### src/rtl/spi_ram_arbiter_if.sv
// Bundle of the SPI command/response, host port and RAM port signals of spi_ram_arbiter.
// The slave modport is the arbiter's view; the master modport is the surrounding system's view.
interface spi_ram_arbiter_if #(
    parameter int ADDR_SIZE = 8
);
    logic [9:0]           rx_data;
    logic                 rx_valid;
    logic [ADDR_SIZE-1:0] tx_data;
    logic                 tx_valid;
    logic                 host_req;
    logic                 host_we;
    logic [ADDR_SIZE-1:0] host_addr;
    logic [ADDR_SIZE-1:0] host_wdata;
    logic                 host_gnt;
    logic [ADDR_SIZE-1:0] host_rdata;
    logic                 host_rvalid;
    logic                 ram_en;
    logic                 ram_we;
    logic [ADDR_SIZE-1:0] ram_addr;
    logic [ADDR_SIZE-1:0] ram_wdata;
    logic [ADDR_SIZE-1:0] ram_rdata;
    logic                 spi_overflow;

    modport slave (
        input  rx_data, rx_valid, host_req, host_we, host_addr, host_wdata, ram_rdata,
        output tx_data, tx_valid, host_gnt, host_rdata, host_rvalid,
               ram_en, ram_we, ram_addr, ram_wdata, spi_overflow
    );

    modport master (
        output rx_data, rx_valid, host_req, host_we, host_addr, host_wdata, ram_rdata,
        input  tx_data, tx_valid, host_gnt, host_rdata, host_rvalid,
               ram_en, ram_we, ram_addr, ram_wdata, spi_overflow
    );
endinterface

### src/rtl/spi_ram_arbiter.sv
// Arbitrates a single-port RAM between a buffered SPI command stream and a host port.
// SPI commands win unless the host has waited MAX_WAIT cycles; an empty buffer is bypassed.
module spi_ram_arbiter #(
    parameter int ADDR_SIZE      = 8,
    parameter int SPI_FIFO_DEPTH = 2,
    parameter int MAX_WAIT       = 4
) (
    input  logic             clk,
    input  logic             rst,
    spi_ram_arbiter_if.slave bus
);
    localparam int PW = $clog2(SPI_FIFO_DEPTH);
    localparam int WW = $clog2(MAX_WAIT + 1);
    localparam logic [PW:0]   PTR_ONE    = (PW + 1)'(1);
    localparam logic [WW-1:0] WAIT_ONE   = WW'(1);
    localparam logic [WW-1:0] WAIT_LIMIT = WW'(MAX_WAIT);

    typedef enum logic [1:0] {IDLE = 2'd0, ACCESS = 2'd1, RD_WAIT = 2'd2} state_t;

    state_t               state_r, state_s;
    logic [9:0]           fifo_mem_r [SPI_FIFO_DEPTH];
    logic [PW:0]          wr_ptr_r, rd_ptr_r;
    logic                 fifo_empty_s, fifo_full_s, spi_avail_s, push_s, pop_s;
    logic [9:0]           head_s;
    logic [ADDR_SIZE-1:0] head_data_s;
    logic [WW-1:0]        wait_cnt_r;
    logic                 sel_host_s, sel_spi_wr_s, sel_spi_rd_s, ld_wr_addr_s, ld_rd_addr_s;
    logic [ADDR_SIZE-1:0] wr_addr_reg, rd_addr_reg;
    logic                 rd_pending_r, rd_to_spi_r;
    logic [ADDR_SIZE-1:0] tx_data_r, host_rdata_r, ram_addr_r, ram_wdata_r;
    logic                 tx_valid_r, host_gnt_r, host_rvalid_r, ram_en_r, ram_we_r, overflow_r;

    // With an empty buffer the incoming command is served directly, so it is never also stored.
    assign fifo_empty_s = (wr_ptr_r == rd_ptr_r);
    assign fifo_full_s  = (wr_ptr_r[PW] != rd_ptr_r[PW]) && (wr_ptr_r[PW-1:0] == rd_ptr_r[PW-1:0]);
    assign spi_avail_s  = !fifo_empty_s || bus.rx_valid;
    assign head_s       = fifo_empty_s ? bus.rx_data : fifo_mem_r[rd_ptr_r[PW-1:0]];
    assign head_data_s  = ADDR_SIZE'(head_s[7:0]);
    assign push_s       = bus.rx_valid && !(pop_s && fifo_empty_s) && (!fifo_full_s || pop_s);

    // Command buffer storage.
    always_ff @(posedge clk) begin
        if (push_s) begin
            fifo_mem_r[wr_ptr_r[PW-1:0]] <= bus.rx_data;
        end
    end

    // Command buffer pointers.
    always_ff @(posedge clk or posedge rst) begin
        if (rst) begin
            wr_ptr_r <= '0;
            rd_ptr_r <= '0;
        end else begin
            if (push_s) wr_ptr_r <= wr_ptr_r + PTR_ONE;
            if (pop_s && !fifo_empty_s) rd_ptr_r <= rd_ptr_r + PTR_ONE;
        end
    end

    // Host starvation counter.
    always_ff @(posedge clk or posedge rst) begin
        if (rst) begin
            wait_cnt_r <= '0;
        end else if (host_gnt_r) begin
            wait_cnt_r <= '0;
        end else if (bus.host_req && (wait_cnt_r != WAIT_LIMIT)) begin
            wait_cnt_r <= wait_cnt_r + WAIT_ONE;
        end
    end

    // FSM state register.
    always_ff @(posedge clk or posedge rst) begin
        if (rst) state_r <= IDLE;
        else     state_r <= state_s;
    end

    // Next-state and IDLE selection.
    always_comb begin
        state_s      = state_r;
        pop_s        = 1'b0;
        sel_host_s   = 1'b0;
        sel_spi_wr_s = 1'b0;
        sel_spi_rd_s = 1'b0;
        ld_wr_addr_s = 1'b0;
        ld_rd_addr_s = 1'b0;
        case (state_r)
            IDLE: begin
                if (bus.host_req && (wait_cnt_r == WAIT_LIMIT)) begin
                    sel_host_s = 1'b1;
                    state_s    = ACCESS;
                end else if (spi_avail_s) begin
                    pop_s = 1'b1;
                    case (head_s[9:8])
                        2'b00:   ld_wr_addr_s = 1'b1;
                        2'b10:   ld_rd_addr_s = 1'b1;
                        2'b01: begin
                            sel_spi_wr_s = 1'b1;
                            state_s      = ACCESS;
                        end
                        default: begin
                            sel_spi_rd_s = 1'b1;
                            state_s      = ACCESS;
                        end
                    endcase
                end else if (bus.host_req) begin
                    sel_host_s = 1'b1;
                    state_s    = ACCESS;
                end else begin
                    state_s = IDLE;
                end
            end
            ACCESS:  state_s = rd_pending_r ? RD_WAIT : IDLE;
            RD_WAIT: state_s = IDLE;
            default: state_s = IDLE;
        endcase
    end

    // Registered RAM port, strobes, read capture and address registers.
    always_ff @(posedge clk or posedge rst) begin
        if (rst) begin
            ram_en_r      <= 1'b0;
            ram_we_r      <= 1'b0;
            ram_addr_r    <= '0;
            ram_wdata_r   <= '0;
            host_gnt_r    <= 1'b0;
            tx_valid_r    <= 1'b0;
            tx_data_r     <= '0;
            host_rvalid_r <= 1'b0;
            host_rdata_r  <= '0;
            overflow_r    <= 1'b0;
            wr_addr_reg   <= '0;
            rd_addr_reg   <= '0;
            rd_pending_r  <= 1'b0;
            rd_to_spi_r   <= 1'b0;
        end else begin
            ram_en_r      <= 1'b0;
            ram_we_r      <= 1'b0;
            ram_addr_r    <= '0;
            ram_wdata_r   <= '0;
            host_gnt_r    <= 1'b0;
            tx_valid_r    <= 1'b0;
            host_rvalid_r <= 1'b0;
            if (sel_host_s) begin
                ram_en_r     <= 1'b1;
                ram_we_r     <= bus.host_we;
                ram_addr_r   <= bus.host_addr;
                ram_wdata_r  <= bus.host_wdata;
                host_gnt_r   <= 1'b1;
                rd_pending_r <= !bus.host_we;
                rd_to_spi_r  <= 1'b0;
            end else if (sel_spi_wr_s) begin
                ram_en_r     <= 1'b1;
                ram_we_r     <= 1'b1;
                ram_addr_r   <= wr_addr_reg;
                ram_wdata_r  <= head_data_s;
                rd_pending_r <= 1'b0;
            end else if (sel_spi_rd_s) begin
                ram_en_r     <= 1'b1;
                ram_addr_r   <= rd_addr_reg;
                rd_pending_r <= 1'b1;
                rd_to_spi_r  <= 1'b1;
            end
            if (ld_wr_addr_s) wr_addr_reg <= head_data_s;
            if (ld_rd_addr_s) rd_addr_reg <= head_data_s;
            if (state_r == RD_WAIT) begin
                if (rd_to_spi_r) begin
                    tx_data_r  <= bus.ram_rdata;
                    tx_valid_r <= 1'b1;
                end else begin
                    host_rdata_r  <= bus.ram_rdata;
                    host_rvalid_r <= 1'b1;
                end
            end
            if (bus.rx_valid && fifo_full_s && !pop_s) overflow_r <= 1'b1;
        end
    end

    assign bus.ram_en       = ram_en_r;
    assign bus.ram_we       = ram_we_r;
    assign bus.ram_addr     = ram_addr_r;
    assign bus.ram_wdata    = ram_wdata_r;
    assign bus.host_gnt     = host_gnt_r;
    assign bus.host_rdata   = host_rdata_r;
    assign bus.host_rvalid  = host_rvalid_r;
    assign bus.tx_data      = tx_data_r;
    assign bus.tx_valid     = tx_valid_r;
    assign bus.spi_overflow = overflow_r;
endmodule
### src/flat_wrapper.sv
// flat-port wrapper written by rule: the top's interface ports become plain ports
module spi_ram_arbiter_flat 
#(
    parameter int ADDR_SIZE      = 8,
    parameter int SPI_FIFO_DEPTH = 2,
    parameter int MAX_WAIT       = 4
)
  (clk, rst, bus_rx_data, bus_rx_valid, bus_host_req, bus_host_we, bus_host_addr, bus_host_wdata, bus_ram_rdata, bus_tx_data, bus_tx_valid, bus_host_gnt, bus_host_rdata, bus_host_rvalid, bus_ram_en, bus_ram_we, bus_ram_addr, bus_ram_wdata, bus_spi_overflow);
  spi_ram_arbiter_if #(.ADDR_SIZE(ADDR_SIZE)) bus_i ();
  input  logic clk;
  input  logic rst;
  input wire logic [$bits(bus_i.rx_data)-1:0] bus_rx_data;
  input wire logic [$bits(bus_i.rx_valid)-1:0] bus_rx_valid;
  input wire logic [$bits(bus_i.host_req)-1:0] bus_host_req;
  input wire logic [$bits(bus_i.host_we)-1:0] bus_host_we;
  input wire logic [$bits(bus_i.host_addr)-1:0] bus_host_addr;
  input wire logic [$bits(bus_i.host_wdata)-1:0] bus_host_wdata;
  input wire logic [$bits(bus_i.ram_rdata)-1:0] bus_ram_rdata;
  output wire logic [$bits(bus_i.tx_data)-1:0] bus_tx_data;
  output wire logic [$bits(bus_i.tx_valid)-1:0] bus_tx_valid;
  output wire logic [$bits(bus_i.host_gnt)-1:0] bus_host_gnt;
  output wire logic [$bits(bus_i.host_rdata)-1:0] bus_host_rdata;
  output wire logic [$bits(bus_i.host_rvalid)-1:0] bus_host_rvalid;
  output wire logic [$bits(bus_i.ram_en)-1:0] bus_ram_en;
  output wire logic [$bits(bus_i.ram_we)-1:0] bus_ram_we;
  output wire logic [$bits(bus_i.ram_addr)-1:0] bus_ram_addr;
  output wire logic [$bits(bus_i.ram_wdata)-1:0] bus_ram_wdata;
  output wire logic [$bits(bus_i.spi_overflow)-1:0] bus_spi_overflow;
  assign bus_i.rx_data = bus_rx_data;
  assign bus_i.rx_valid = bus_rx_valid;
  assign bus_i.host_req = bus_host_req;
  assign bus_i.host_we = bus_host_we;
  assign bus_i.host_addr = bus_host_addr;
  assign bus_i.host_wdata = bus_host_wdata;
  assign bus_i.ram_rdata = bus_ram_rdata;
  assign bus_tx_data = bus_i.tx_data;
  assign bus_tx_valid = bus_i.tx_valid;
  assign bus_host_gnt = bus_i.host_gnt;
  assign bus_host_rdata = bus_i.host_rdata;
  assign bus_host_rvalid = bus_i.host_rvalid;
  assign bus_ram_en = bus_i.ram_en;
  assign bus_ram_we = bus_i.ram_we;
  assign bus_ram_addr = bus_i.ram_addr;
  assign bus_ram_wdata = bus_i.ram_wdata;
  assign bus_spi_overflow = bus_i.spi_overflow;
  spi_ram_arbiter #(.ADDR_SIZE(ADDR_SIZE), .SPI_FIFO_DEPTH(SPI_FIFO_DEPTH), .MAX_WAIT(MAX_WAIT)) u_core (.clk(clk), .rst(rst), .bus(bus_i));
endmodule
### config.mk
export PLATFORM = sky130hd
export DESIGN_NAME = spi_ram_arbiter_flat
export DESIGN_NICKNAME = d
export VERILOG_FILES = /design/src/rtl/spi_ram_arbiter_if.sv /design/src/rtl/spi_ram_arbiter.sv /design/src/flat_wrapper.sv
export SDC_FILE = /design/constraint.sdc
export NUM_CORES = 1
export LEC_CHECK = 0
export ABC_AREA = 1
export CAP_MARGIN = 20
export CORE_MARGIN = 2
export CORE_UTILIZATION = 50
export CTS_CLUSTER_SIZE = 16
export DETAILED_ROUTE_END_ITERATION = 6
export PLACE_DENSITY_LB_ADDON = 0.3
export SYNTH_ARGS = -nofsm -noshare
export SYNTH_HDL_FRONTEND = slang
export SYNTH_SLANG_ARGS = --single-unit
### constraint.sdc
create_clock -name clk -period 3.4 [get_ports clk]
set_input_delay 0.68 -clock clk [delete_from_list [all_inputs] [get_ports clk]]
set_output_delay 0.68 -clock clk [all_outputs]
set_load 0.02 [all_outputs]
==> flow_metrics.tcl, run 1 <==
set metrics [dict create \
    hp-start "u_core.rd_to_spi_r" \
    wl_per_cell_um 13.1 \
    final.setup.tns_ps 0 \
    grt_first_pass_wirelength_um 12200 \
    htree_levels 3 \
    r2r_cells 10 \
    drive_gt1_share_pct 8.13 \
    slew_headroom_pct 54.8 \
    min_to "u_core.bus.host_rvalid" \
    use_met2_pct 33.5 \
    fillers 567 \
    drv_cap 0 \
    max_freq_ghz 0.428 \
    p_leak_nw 2.16 \
    end_kind "flop" \
    cts_tree "yes" \
    grt_antenna_before_repair 0 \
    regToRegStartpoint "u_core.rd_ptr_r[0]" \
    drc 0 \
    worstMarginPinSlew_ps 677 \
    holdBufCountCts 0 \
    worstHoldPathType "flop to flop" \
    rrSetupSlack_ps 1070 \
    finalHoldViolCount 0 \
    grt.met3_usage_pct 4.62 \
    powerDensity_nw_per_um2 955 \
    yosysWarningCount 0 \
    synth-xor-area-share_pct 0.495 \
    cts_max_path_buffers 2 \
    crit_fanout 21 \
    worstSetupStartpointType "flop" \
    slew_violations 0 \
    fin_crit_ps 2330 \
    netlist_area_um2 3540 \
    largest_reg_flops 20 \
    core_um2 6830 \
    die_w_um 88.1 \
    boundaryPins 77 \
    io_buffers 76 \
    cts_buffers 9 \
    outcome "finished clean" \
    yosys.cell_types.count 28 \
    syn_nets 412 \
    dr.pass1.iters 4 \
    routed-via-count 2670 \
    ant_nets 0 \
    viasPerCell 4.85 \
    fin_skew_ps 5.86 \
    synth-compound-area-share_pct 5.34 \
    wirelength_um 7200 \
    cts_num_sinks 85 \
    worstSetupPathType "flop to flop" \
    synthCells 371 \
    place_inst 535 \
    period_share_pct 68.7 \
    nNetsFinal 491 \
    die-area_um2 7770 \
    grt_busiest_layer "met2" \
    rows 30 \
    ys_ff_latch 85 \
    grt_max_degree 35 \
    synthMuxAreaShare_pct 0 \
    cts.repair.resized 0 \
    grt_pass1_vias 2602 \
    synth_top_cell_area_share_pct 46.0 \
    clk_latency_ps 350 \
    insertedDiodeCount 0 \
    synth_area_leaders "dfrtp_1 46%, edfxtp_1 17%, nand2_1 15%" \
    fin_cells 551 \
    gp_congestion 0.811 \
    syn2layout_area_growth_pct 28.7 \
    hold_ws_ps 444 \
    start_util_pct 51.8 \
    syn_area_per_cell_um2 9.54 \
    vdd_drop_max_mv 0.403 \
    setup_viol 0 \
    final_cell_area_um2 4560 \
    placed_area_um2 4370 \
    path_clk_slew_ps 80 \
    die_h_um 88.1 \
    synthSimpleGateAreaFrac_pct 25.1 \
    root_buffer "clkbuf_8" \
    synth_top_area_cell "dfrtp_1" \
    r2r_end "u_core.rd_addr_reg[4]" \
    dpl.hpwl_um 5380 \
    globalRouteOverflowTotal 0 \
    synthAdderAreaFrac_pct 0.707 \
    met1_usage_pct 27.1 \
    synth_top_family_by_area "simple AND/OR/NAND/NOR gates" \
    seq_area_frac_synth_pct 62.9 \
    critPathRequiredTime_ps 3690 \
    gr-usage-all-layers_pct 20.5 \
    critPathArrivalTime_ps 2630 \
    drtIter0Drc 197 \
    cts_setup_buffers 0 \
    rsz0062_at_grt "no" \
    whs_path_depth 1 \
]
-- cell usage in the layout, fill, tap and decap left out, drive strengths merged, types with 3 or more instances in the layout --
cell / synthesis / routed
o21ai: 22 / 22
a31oi: 8 / 8
clkinv: 0 / 3
a21oi: 4 / 4
nand3: 31 / 31
clkdlybuf4s50: 0 / 76
clkbuf: 2 / 11
edfxtp: 20 / 20
inv: 31 / 31
nand2: 151 / 151
nor2: 19 / 19
dfrtp: 65 / 65
-- how the worst max path moves through the flow --
| stage | startpoint | end | slack, ps | depth (start not counted) |
|---|---|---|---|---|
| after global placement | bus_host_req | u_core.fifo_mem_r[0][5] | 1070 | 8 |
| after global routing | u_core.rd_ptr_r[0] | u_core.rd_addr_reg[2] | 830 | 10 |
| final | u_core.rd_ptr_r[0] | u_core.rd_addr_reg[4] | 1070 | 10 |
| after CTS | u_core.rd_ptr_r[0] | u_core.rd_addr_reg[3] | 1060 | 10 |
| after floorplan | rst | u_core.bus.host_gnt | 1090 | 1 |
| after detailed placement | bus_host_req | u_core.fifo_mem_r[0][3] | 1010 | 8 |
-- metrics by stage --
| stage | setup slack [ps] | power, mW | utilization [%] |
|---|---|---|---|
| floorplan | 1090 | 3.11 | - |
| global placement | 1070 | 3.63 | 64.0 |
| detailed placement | 1010 | 3.72 | 64.0 |
| CTS | 1060 | 4.38 | 66.7 |
| global route | 828 | 4.71 | 66.7 |
| finish | 1070 | 4.35 | 66.7 |
-- logic make-up (layout without fill, tap and decap cells) --
family                   Yosys count  count (layout)
AO/OA/AOI/OAI                     35              35
buffers and inverters             41             125
XOR/XNOR                           2               2
flip-flops                        85              85
AND/OR/NAND/NOR                  206             206
adder cells (fa/ha/maj)            2               2
-- cells in the mapped netlist (all sizes together) --
library cell and instances:
xor2 1, ha 2, nor2 19, inv 31, a21oi 4, buf 8
dfrtp 65, edfxtp 20, a31oi 8, xnor2 1, nor3 2, nand2 151
a31o 1, o21ai 22, and3 1, clkbuf 2, nand3 31, and2 1
nand3b 1
-- layer usage --
layer  vias up  wire length (um)
li1       1349                 -
met1      1226              3200
met2        82              3440
met3        13               431
met4         0               128
met5         -                 0
-- power breakdown --
group | switching, mW | internal, mW
Combinational | 1.30 | 0.735
Clock | 0.353 | 0.308
Sequential | 0.200 | 1.45
-- layout make-up --
class	instances	area [um^2]	area share, %
well taps	96	120	2.64
repair buffers	78	788	17.3
multi-input cells	245	1120	24.5
clock buffers	11	153	3.35
inverters	31	116	2.55
flip-flops and latches	85	2230	48.9
clock inverters	5	33.8	0.741
-- worst max-delay path: stages (launching register included) --
cell and delay [ps]:
dfrtp_1 630, inv_2 200, nand2_2 130, nand2_2 90, nand2_2 300, nand2_1 110, nand2_2 250, inv_2 200
nor2_4 230, nand2_1 80, nand2_1 70
Note: power is estimated with default switching activity, not from simulation.
==> run 2, diff against run 1 <==
- clock period: 3.4 -> 2.25 ns (I/O delays scaled with it)
==> run 2 against run 1 <==
  * Setup slack worse by 720 ps
  * Core utilization up 0.24 points
  * Register-to-register slack worse by 720 ps
  * Combinational power up 55%
  * Die area unchanged
  * Critical endpoint is now u_core.fifo_mem_r[0][3]
  * Highest routed layer unchanged
==> flow_metrics.tcl, run 2 (synthesis gave the netlist of run 1 again) <==
set metrics [dict create \
    grt_max_degree 35 \
    grt_busiest_layer "met2" \
    regToRegStartpoint "u_core.wait_cnt_r[0]" \
    holdBufCountCts 0 \
    mostFrequentLayoutCells "141 x nand2_1, 76 x clkdlybuf4s50_1, 65 x dfrtp_1, 31 x nand3_1, 26 x inv_1" \
    grt.met3_usage_pct 4.90 \
    wirelength_um 7150 \
    path_clk_slew_ps 80 \
    die_h_um 88.1 \
    critPathRequiredTime_ps 2260 \
    fin_crit_ps 1900 \
    worstMarginPinSlew_ps 421 \
    cts.repair.resized 0 \
    vdd_drop_max_mv 0.725 \
    worstHoldPathType "flop to flop" \
    core_um2 6830 \
    rows 30 \
    clockPowerShare_pct 15.1 \
    rsz0062_at_grt "no" \
    max_freq_ghz 0.526 \
    power.net_switching_mw 2.79 \
    grt_antenna_before_repair 0 \
    insertedDiodeCount 0 \
    place_inst 539 \
    syn2layout_area_growth_pct 29.2 \
    setup_viol 0 \
    end_kind "flop" \
    period_share_pct 84.5 \
    critPathArrivalTime_ps 1910 \
    dr.pass1.iters 4 \
    pwr-share-seq_pct 37.3 \
    clk_latency_ps 350 \
    gp_congestion 0.822 \
    finalPower_mw 6.63 \
    crit_fanout 10 \
    p_leak_nw 2.18 \
    drtIter0Drc 227 \
    final_common_cell "nand2_1" \
    p_sw_share_pct 42.0 \
    viasPerCell 4.93 \
    ant_nets 0 \
    fillers 546 \
    drive_gt1_share_pct 8.73 \
    slew_headroom_pct 71.9 \
    outcome "finished clean" \
    wl_per_cell_um 12.9 \
    fin_cells 554 \
    powerDensity_nw_per_um2 1450 \
    htree_levels 3 \
    hold_ws_ps 466 \
    largest_reg_flops 20 \
    cts_max_path_buffers 2 \
    worstSetupEndpoint "u_core.fifo_mem_r[0][3]" \
    gr-usage-all-layers_pct 19.7 \
    grt_first_pass_wirelength_um 11800 \
    worstSetupStartpointType "flop" \
    r2r_end "u_core.fifo_mem_r[0][3]" \
    io_buffers 76 \
    globalRouteOverflowTotal 0 \
    nNetsFinal 495 \
    met1_usage_pct 25.2 \
    fin_skew_ps 7.23 \
    register_area_um2 2230 \
    slew_violations 0 \
    cts_buffers 9 \
    die_w_um 88.1 \
    p_int_mw 3.85 \
    r2r_cells 9 \
    final.setup.tns_ps 0 \
    rrSetupSlack_ps 350 \
    grt_pass1_vias 2629 \
    boundaryPins 77 \
    cts_num_sinks 85 \
    die-area_um2 7770 \
    dpl.hpwl_um 5310 \
    combPwrFrac_pct 47.6 \
    drc 0 \
    use_met2_pct 33.0 \
    startpoint "u_core.wait_cnt_r[0]" \
    drv_cap 0 \
    routed-via-count 2733 \
    worstSetupPathType "flop to flop" \
    multi_input_area_um2 1120 \
    cts_tree "yes" \
    finalHoldViolCount 0 \
    cts_setup_buffers 0 \
    start_util_pct 51.8 \
    root_buffer "clkbuf_8" \
]
-- run 2: cell types whose count changed in the layout (fill, tap and decap cells not counted), sizes merged --
cell	change
buf	+4
clkinvlp	-2
clkbuf	+1
-- run 2: power by group through the flow --
stage	registers (mW)	clock network (mW)	logic (mW)
after global placement	2.47	0	3.06
after global routing	2.52	1.10	3.56
after detailed placement	2.50	0	3.16
after CTS	2.47	1.02	3.18
after floorplan	2.76	0	1.95
final	2.47	1.00	3.16
-- run 2: how the worst min path moves through the flow --
stage                             startpoint                endpoint  slack (ps)  cells past startpoint
after floorplan           u_core.rd_to_spi_r  u_core.bus.host_rvalid         420                      1
after global placement    u_core.rd_to_spi_r  u_core.bus.host_rvalid         430                      1
after detailed placement  u_core.rd_to_spi_r  u_core.bus.host_rvalid         450                      1
after CTS                 u_core.rd_to_spi_r  u_core.bus.host_rvalid         460                      1
after global routing      u_core.rd_to_spi_r  u_core.bus.host_rvalid         490                      1
final                     u_core.rd_to_spi_r  u_core.bus.host_rvalid         470                      1
-- run 2: worst max-delay path, cell delays in order (launching register included) --
cell	delay, ps
dfrtp_1	370
inv_1	70
ha_1	210
nand3_1	80
nand2_1	80
inv_1	140
nand2_1	100
o21ai_1	110
nand3_1	120
inv_1	290
-- run 2: metal layers --
metal	up-vias	part of all wire [%]
met3	7	7.1
met4	0	1.2
met1	1268	43
met5	-	0
met2	106	48
li1	1352	-
-- run 2: stage by stage --
step                      area (um^2)  util [%]  setup WS (ps)
after global placement           4390      64.2            148
after CTS                        4570      66.9            381
after floorplan                  3540         -            174
after detailed placement         4390      64.2           90.5
final                            4570      66.9            348
after global routing             4570      66.9            218
-- run 2: cell type report --
type | instances | share of cell area (%)
inverters | 31 | 2.54
clock inverters | 3 | 0.410
repair buffers | 82 | 17.6
clock buffers | 12 | 3.64
flip-flops and latches | 85 | 48.7
multi-input cells | 245 | 24.5
well taps | 96 | 2.63
==> run 3, diff against run 2 <==
- clock period: 2.25 -> 1.8 ns (I/O delays scaled with it)
==> run 3 against run 2 <==
  * Total power is 32% higher
  * First-iteration DRC count is 22% lower
  * Flip-flop and latch count stayed put
  * Count of clock-buffer cells in the layout is 2 lower
  * Cell count is 2.0% higher
  * Die area stayed put
  * Via count is 1.7% higher
  * Setup slack worse by 270 ps
  * Final area is 3.9% higher
  * Largest cell class unchanged
  * Critical endpoint is now u_core.fifo_mem_r[1][7]
  * Sequential share of layout area is 1.8 points lower
  * Clock skew hardly changed
==> flow_metrics.tcl, run 3 (synthesis gave the netlist of run 1 again) <==
set metrics [dict create \
    outcome "finished clean" \
    mostFrequentLayoutCells "137 x nand2_1, 76 x clkdlybuf4s50_1, 65 x dfrtp_1, 31 x nand3_1, 22 x inv_1" \
    rows 30 \
    powerDensity_nw_per_um2 1840 \
    ant_nets 0 \
    vdd_drop_max_mv 1.07 \
    htree_levels 3 \
    critPathRequiredTime_ps 1880 \
    postLayoutCoreUtil_pct 69.5 \
    grt_busiest_layer "met2" \
    drive_gt1_share_pct 13.2 \
    cts_max_path_buffers 2 \
    placed_area_um2 4490 \
    dpl.hpwl_um 5290 \
    crit_family "simple AND/OR/NAND/NOR gates" \
    grt.met3_usage_pct 5.00 \
    setup_viol 0 \
    end_kind "flop" \
    finalPower_mw 8.76 \
    grt_pass1_vias 2696 \
    rrSetupSlack_ps 70 \
    core_um2 6830 \
    max_freq_ghz 0.579 \
    p_leak_nw 2.24 \
    slew_headroom_pct 73.4 \
    die_h_um 88.1 \
    place_inst 545 \
    crit_fanout 6 \
    use_met2_pct 34.3 \
    critPathBufInv 2 \
    syn2layout_area_growth_pct 34.2 \
    grt_antenna_before_repair 0 \
    insertedDiodeCount 0 \
    fin_skew_ps 6.77 \
    die-area_um2 7770 \
    worstSetupStartpointType "flop" \
    final_common_cell "nand2_1" \
    worstMarginPinSlew_ps 399 \
    io_buffers 76 \
    finalHoldViolCount 0 \
    holdBufCountCts 0 \
    final_cell_area_um2 4750 \
    root_buffer "clkbuf_8" \
    cts_buffers 9 \
    r2r_cells 9 \
    boundaryPins 77 \
    drc 0 \
    routed-via-count 2780 \
    slew_violations 0 \
    dr.pass1.iters 4 \
    clk_latency_ps 360 \
    fin_cells 565 \
    start_util_pct 51.8 \
    cp_slowest_stage_delay_ps 390 \
    regToRegStartpoint "u_core.wr_ptr_r[0]" \
    drtIter0Drc 178 \
    cts_tree "yes" \
    worstHoldPathType "input port to async pin" \
    cp_cell_sequence "inv_1 > nand2_2 > nand2_2 > nand2_2 > nand2_2 > o21ai_4 > nand2_2 > nor2_4 > clkbuf_16" \
    critPathSlowestCell "dfrtp_1" \
    worstSetupPathType "flop to flop" \
    die_w_um 88.1 \
    drv_cap 0 \
    viasPerCell 4.92 \
    r2r_end "u_core.fifo_mem_r[1][7]" \
    period_share_pct 95.9 \
    fin_crit_ps 1730 \
    largest_reg_flops 20 \
    gr-usage-all-layers_pct 20.1 \
    wl_per_cell_um 13.2 \
    cpMostUsedCell "nand2_2" \
    met1_usage_pct 24.6 \
    wirelength_um 7480 \
    globalRouteOverflowTotal 0 \
    path_clk_slew_ps 80 \
    critPathArrivalTime_ps 1810 \
    grt_first_pass_wirelength_um 12000 \
    cts_num_sinks 85 \
    gp_congestion 0.809 \
    nNetsFinal 505 \
    final.setup.tns_ps 0 \
    grt_max_degree 66 \
]
==> run 3: cell count changes in the layout (fill, tap and decap cells not counted), sizes merged <==
cell,change
buf,+9
clkinv,+1
clkinvlp,+1
inv,+1
clkbuf,-1
==> run 3: final cells by class <==
| type | instances | area, um^2 |
|---|---|---|
| clock buffers | 10 | 128 |
| multi-input cells | 245 | 1160 |
| flip-flops and latches | 85 | 2230 |
| repair buffers | 92 | 948 |
| clock inverters | 6 | 36.3 |
| inverters | 31 | 126 |
| fillers | 544 | 2080 |
| well taps | 96 | 120 |
==> run 3: worst max path at each step <==
stage	start	end	slack (ps)	cells after the start
floorplan	u_core.wait_cnt_r[0]	u_core.fifo_mem_r[1][0]	50	9
CTS	u_core.wait_cnt_r[0]	u_core.fifo_mem_r[1][3]	40	10
finish	u_core.wr_ptr_r[0]	u_core.fifo_mem_r[1][7]	70	9
global route	u_core.wr_ptr_r[0]	u_core.fifo_mem_r[1][9]	-30	9
detailed placement	bus_host_req	u_core.fifo_mem_r[1][5]	-170	8
global placement	bus_host_req	u_core.fifo_mem_r[1][5]	-170	8
==> run 3: timing repair <==
item | CTS | global route
setup buffers | 0 | 3
endpoints found under the setup margin | 0 | 49
gates resized for setup | 0 | 18
==> run 3: where the power goes <==
group          switching [mW]  internal (mW)
Combinational            2.70           1.80
Clock                   0.661          0.500
Sequential              0.338           2.75
Total                    3.70           5.05
==> run 3: metal layers <==
| metal | share of wire [%] | vias up |
|---|---|---|
| met3 | 6.1 | 9 |
| met1 | 43 | 1307 |
| li1 | - | 1381 |
| met5 | 0 | - |
| met2 | 50 | 83 |
| met4 | 1.5 | 0 |
==> run 3: per-stage QoR <==
step / setup WS [ps] / hold slack, ps
detailed placement: -173 / 449
finish: 74.3 / 425
global placement: -167 / 436
floorplan: 46.6 / 419
global route: -32.7 / 473
CTS: 43.0 / 430
==> run 3: worst min-delay path, stage by stage <==
cell and delay, ps:
clkdlybuf4s50_1 440, clkinvlp_4 90, buf_12 300
